==> config.mk <==
export PLATFORM = sky130hd
export DESIGN_NAME = srt_frame_ctrl
export DESIGN_NICKNAME = d
export VERILOG_FILES = /design/src/rtl/srt_frame_ctrl.sv
export SDC_FILE = /design/constraint.sdc
export NUM_CORES = 1
export LEC_CHECK = 0
export ABC_AREA = 1
export CORE_MARGIN = 3
export CORE_UTILIZATION = 25
export DETAILED_ROUTE_END_ITERATION = 16
export GPL_TIMING_DRIVEN = 0
export PLACE_DENSITY = 0.4
export SLEW_MARGIN = 20
export SYNTH_ARGS = -nofsm -noshare
export SYNTH_HDL_FRONTEND = slang
export SYNTH_SLANG_ARGS = --single-unit
==> constraint.sdc <==
create_clock -name aclk -period 4.3 [get_ports aclk]
set_input_delay 0.86 -clock aclk [delete_from_list [all_inputs] [get_ports aclk]]
set_output_delay 0.86 -clock aclk [all_outputs]
set_load 0.03 [all_outputs]
==> src/rtl/srt_frame_ctrl.sv <==
// srt_frame_ctrl
//   Frame sequencer for the SRT/CORDIC point-processing datapath. Each AXIS
//   frame is split into a coefficient-load phase (COEF_BEATS beats) and a
//   point-stream phase. The block issues the coefficient writes, the
//   load_matrix commit pulse, vector valids and reference-point capture
//   strobes. It also regenerates m_tvalid/m_tlast at the datapath latency.
//   Input flow control is credit based against the downstream output FIFO.
//
//   Optional feature macro: SRT_CTRL_ERR_STAT_EN adds the sticky err_stat
//   output:
//     bit0 - tlast seen while loading coefficients
//     bit1 - fifo_pop at full credits
//     bit2 - s_tvalid high while draining
//
// Ports
//   aclk, areset            clock; synchronous active-high reset
//   s_tvalid/s_tlast/s_tready  AXIS slave handshake (data path not routed here)
//   coef_we, coef_addr      coefficient bank write strobe and lane0 word index
//   load_matrix             one-cycle coefficient commit pulse
//   vec_valid               current beat is a stream vector
//   ref_capture, ref_idx    store SRT output as reference point ref_idx
//   fifo_pop                downstream FIFO released one entry (credit return)
//   m_tvalid, m_tlast       output FIFO push and end-of-frame marker
//   busy                    frame in progress or results still in flight
module srt_frame_ctrl #(
    parameter int LANES      = 4,
    parameter int COEF_WORDS = 12,
    parameter int PIPE_LAT   = 46,
    parameter int SRT_LAT    = 6,
    parameter int NREF       = 3,
    parameter int FIFO_DEPTH = 64
) (
    input  logic                                   aclk,
    input  logic                                   areset,
    input  logic                                   s_tvalid,
    input  logic                                   s_tlast,
    output logic                                   s_tready,
    output logic                                   coef_we,
    output logic [$clog2(COEF_WORDS)-1:0]          coef_addr,
    output logic                                   load_matrix,
    output logic                                   vec_valid,
    output logic                                   ref_capture,
    output logic [((NREF > 1) ? $clog2(NREF) : 1)-1:0] ref_idx,
    input  logic                                   fifo_pop,
    output logic                                   m_tvalid,
    output logic                                   m_tlast,
`ifdef SRT_CTRL_ERR_STAT_EN
    output logic [2:0]                             err_stat,
`endif
    output logic                                   busy
);

    localparam int COEF_BEATS = COEF_WORDS / LANES;
    localparam int CAW        = $clog2(COEF_WORDS);
    localparam int RIW        = (NREF > 1) ? $clog2(NREF) : 1;
    localparam int CW         = $clog2(FIFO_DEPTH + 1);
    localparam int BCMAX      = (COEF_BEATS > NREF) ? COEF_BEATS : NREF;
    localparam int BW         = $clog2(BCMAX + 1);

    localparam logic [1:0] S_IDLE   = 2'd0;
    localparam logic [1:0] S_LOAD   = 2'd1;
    localparam logic [1:0] S_STREAM = 2'd2;
    localparam logic [1:0] S_DRAIN  = 2'd3;

    logic [1:0]                   state;
    logic [BW-1:0]                beat_cnt;
    logic [CW-1:0]                credits;
    logic [PIPE_LAT-1:0]          vld_sr;
    logic [PIPE_LAT-1:0]          last_sr;
    logic [SRT_LAT-1:0]           ref_sr;
    logic [SRT_LAT-1:0][RIW-1:0]  ridx_sr;

    logic accept, coef_acc, strm_acc, is_ref, pop_ok;

    always_comb begin
        s_tready = 1'b1;
        if (state == S_STREAM)     s_tready = (credits != '0);
        else if (state == S_DRAIN) s_tready = 1'b0;
        accept    = s_tvalid & s_tready;
        coef_acc  = accept & ((state == S_IDLE) | (state == S_LOAD));
        strm_acc  = accept & (state == S_STREAM);
        coef_we   = coef_acc;
        coef_addr = '0;
        if (coef_acc && state == S_LOAD) coef_addr = CAW'(int'(beat_cnt) * LANES);
        vec_valid = strm_acc;
        // beat_cnt saturates at NREF, so it doubles as the reference slot index
        is_ref    = strm_acc & (int'(beat_cnt) < NREF);
        // a pop with all credits home has nothing to release
        pop_ok    = fifo_pop & (credits != CW'(FIFO_DEPTH));
    end

    always_ff @(posedge aclk) begin
        if (areset) begin
            state       <= S_IDLE;
            beat_cnt    <= '0;
            credits     <= CW'(FIFO_DEPTH);
            vld_sr      <= '0;
            last_sr     <= '0;
            ref_sr      <= '0;
            ridx_sr     <= '0;
            load_matrix <= 1'b0;
        end else begin
            load_matrix <= 1'b0;
            vld_sr      <= {vld_sr[PIPE_LAT-2:0], strm_acc};
            last_sr     <= {last_sr[PIPE_LAT-2:0], strm_acc & s_tlast};
            ref_sr[0]   <= is_ref;
            ridx_sr[0]  <= is_ref ? RIW'(beat_cnt) : '0;
            for (int i = 1; i < SRT_LAT; i++) begin
                ref_sr[i]  <= ref_sr[i-1];
                ridx_sr[i] <= ridx_sr[i-1];
            end

            case ({strm_acc, pop_ok})
                2'b10:   credits <= credits - 1'b1;
                2'b01:   credits <= credits + 1'b1;
                default: ;
            endcase

            case (state)
                S_IDLE: if (coef_acc) begin
                    if (s_tlast) begin
                        beat_cnt <= '0;
                    end else if (COEF_BEATS == 1) begin
                        state       <= S_STREAM;
                        beat_cnt    <= '0;
                        load_matrix <= 1'b1;
                    end else begin
                        state    <= S_LOAD;
                        beat_cnt <= BW'(1);
                    end
                end
                S_LOAD: if (coef_acc) begin
                    // an early tlast abandons the load; the last committed bank stays live
                    if (s_tlast) begin
                        state    <= S_IDLE;
                        beat_cnt <= '0;
                    end else if (beat_cnt == BW'(COEF_BEATS - 1)) begin
                        state       <= S_STREAM;
                        beat_cnt    <= '0;
                        load_matrix <= 1'b1;
                    end else begin
                        beat_cnt <= beat_cnt + 1'b1;
                    end
                end
                S_STREAM: if (strm_acc) begin
                    if (s_tlast) begin
                        state    <= S_DRAIN;
                        beat_cnt <= '0;
                    end else if (int'(beat_cnt) < NREF) begin
                        beat_cnt <= beat_cnt + 1'b1;
                    end
                end
                default: if (vld_sr == '0) state <= S_IDLE;
            endcase
        end
    end

`ifdef SRT_CTRL_ERR_STAT_EN
    always_ff @(posedge aclk) begin
        if (areset) begin
            err_stat <= '0;
        end else begin
            if (coef_acc & s_tlast)                          err_stat[0] <= 1'b1;
            if (fifo_pop & (credits == CW'(FIFO_DEPTH)))     err_stat[1] <= 1'b1;
            if ((state == S_DRAIN) & s_tvalid)               err_stat[2] <= 1'b1;
        end
    end
`endif

    assign m_tvalid    = vld_sr[PIPE_LAT-1];
    assign m_tlast     = last_sr[PIPE_LAT-1];
    assign ref_capture = ref_sr[SRT_LAT-1];
    assign ref_idx     = ridx_sr[SRT_LAT-1];
    assign busy        = (state != S_IDLE) | (|vld_sr);

endmodule

==> run summary <==
share of cells above drive strength 1: 9.88%
FP Rows: 47
worst skew pair latency: 420 ps
DRC: 0
drt first pass iters: 4
endpoints failing setup: 0
DR vias: 2909
PD cells: 580 nW/um^2
synth top area cells: dfxtp_1 57%, nor2_1 12%, inv_1 12%
HP Class: register to register
cell taking the most area after synthesis: dfxtp_1
crit path DAT: 2570 ps
Post-synth ARST share: 0%
crit end category: output pin
Final Max Slew Viols: 0
post-CTS setup buffers: 0
post-route cell area: 5360 um^2
mux contribution to synthesized area: 0%
period utilization: 79.9%
Synth Area in Adders: 4.81%
die width: 137 um
post-synth cell types: 35
chip height: 137 um
count of final hold-check violations: 0
Period minus WS final: 3430 ps
# resized after CTS: 0
post-synthesis compound-gate area fraction: 4.44%
Main synth FF type: dfxtp_1
Num CTS Buffers: 17
estimated wirelength of the detail-placed design: 5080 um
worst setup path class: register to output pin
starting density of the core: 25.7%
core area: 16800 um^2
H-tree depth: 4
fmax: 0.291 GHz
GRT overflow: 0
fill count: 1777
worst slew pin tran: 568 ps
Ant. Diodes: 0
critical path peak fanout: 6
Rel. slew slack: 62.1%
Core Util, Final: 32.0%
Setup WS pre-CTS: 893 ps
TNS Setup: 0 ps
Max Cap Viol: 0
hold_buf cts: 0
unrepaired setup endpoints after global routing: no
Routed Antenna Nets: 0
Leakage: 2.21 nW
Iter 0 DRT Violations: 112
most frequent cell after synthesis: nor2_1
PnR worst setup slack: 866 ps
FF+latch count, synth: 122
TritonCTS clock tree: done
top cells by count, synth: 140 x nor2_1, 133 x inv_1, 122 x dfxtp_1
Total Routed Length: 7290 um
PortBufs: 15
area growth from synthesis to layout: 24.3%
die area: 18900 um^2
Startpoint Class: register
GRT Util Overall: 8.73%
antenna violations before repair: 0
clock root cell: clkbuf_16
vias per cell: 3.65
cell area after synthesis: 4310 um^2
status: complete, no violations
vias in the first global route: 2725
Longest Clk Path Bufs: 2
clock transition at the registers of the reported paths: 60 ps
multi-input logic area: 1270 um^2
Post-Synth Simple-Gate Area: 19.1%
Peak VDD IR: 0.000291 V
combinational family with the most area after synthesis: simple AND/OR/NAND/NOR gates
RePlAce Congestion: 0.699
Final nets: 586
synth warn: 0
global-route wire length before repair: 12400 um
EDFF count, synth: 0
routed wire length per instance: 9.14 um
Sinks on Clock Net: 122
Register Area: 2440 um^2
Worst Path Required: 3440 ps
Area after DPL: 4740 um^2
Synth top area share: 56.6%
Mean Syn Cell Area: 8.14 um^2
io pins: 19
Min Hold Slack: 393 ps
post-synthesis xor/xnor area fraction: 1.02%
sequential element share of the synthesized area: 56.6%
Gate Count Post-Synth: 530
clock skew: 8.81 ps
pin count of the biggest net entering global routing: 17
cells by family after synthesis:
kind of cell / after synthesis
flops: 122
simple gates: 199
fa+ha+maj: 16
compound gates: 33
other cells: 1
buf+inv: 154
xor+xnor: 5
metal layers:
| metal | global-route usage, % | share of wire, % | vias to the layer above |
|---|---|---|---|
| li1 | - | - | 1594 |
| met1 | 10.7 | 51 | 1271 |
| met2 | 12.9 | 43 | 33 |
| met3 | 3.36 | 3.7 | 11 |
| met4 | 5.32 | 2.7 | 0 |
| met5 | 0 | 0 | - |
layout by cell type (no fill, tap or decap), types with 2 or more instances in the layout:
cell type,n
nor2_1,140
clkbuf_16,17
xor2_1,3
nor2_4,2
clkinvlp_4,4
nand3_1,6
inv_2,3
clkdlybuf4s50_1,15
nand4_1,5
ha_1,15
a21oi_1,15
clkbuf_1,2
o211ai_1,2
bufinv_16,4
xnor2_1,2
inv_1,133
inv_6,3
conb_1,2
clkinv_2,2
o21ai_0,8
dfxtp_1,122
nor2_2,3
buf_1,5
buf_4,4
nand2_1,35
buf_2,7
nand2_2,3
worst paths after layout:
kind	to	cells after the start	start	slack (ps)
max	coef_addr[2]	9	state[0]	870
min	ref_sr[1]	2	ref_sr[0]	390
max reg2reg	credits[3]	16	state[0]	1410
min reg2reg	ref_sr[1]	2	ref_sr[0]	390
stage by stage:
step	total power, W	std cells
floorplan	0.00155	531
global placement	0.00164	766
detailed placement	0.00165	766
CTS	0.00316	797
global route	0.00327	797
finish	0.00311	797
registers in the layout (all words and copies together) (netlist names):
signal,count
beat_cnt,2
credits,7
ref_idx,2
last_sr,46
vld_sr,46
load_matrix,1
ridx_sr,10
state,2
ref_sr,6
final cells by class:
class	count	area share [%]
Buffer	18	1.70
Clock buffer	17	7.93
Clock inverter	14	3.64
Inverter	136	9.52
Multi-Input combinational cell	255	23.7
Sequential cell	122	45.5
Tap cell	220	5.13
Timing Repair Buffer	15	2.80
worst max-delay path, cell delays in order, from the launching register on:
cell and delay, ps:
dfxtp_1 410, inv_1 100, ha_1 280, nand2_1 90
nor2_1 50, nand2_2 80, and2_1 180, nand3_1 130
nor2_1 160, clkdlybuf4s50_1 690
where the power goes:
part	internal (W)	total [W]	leakage [nW]	switching (W)
logic	0.000168	0.000430	0.933	0.000262
registers	0.00116	0.00119	0.985	0.0000294
clock network	0.000969	0.00149	0.292	0.000517
total	0.00230	0.00311	2.21	0.000808
(Power assumes the default switching activity.)
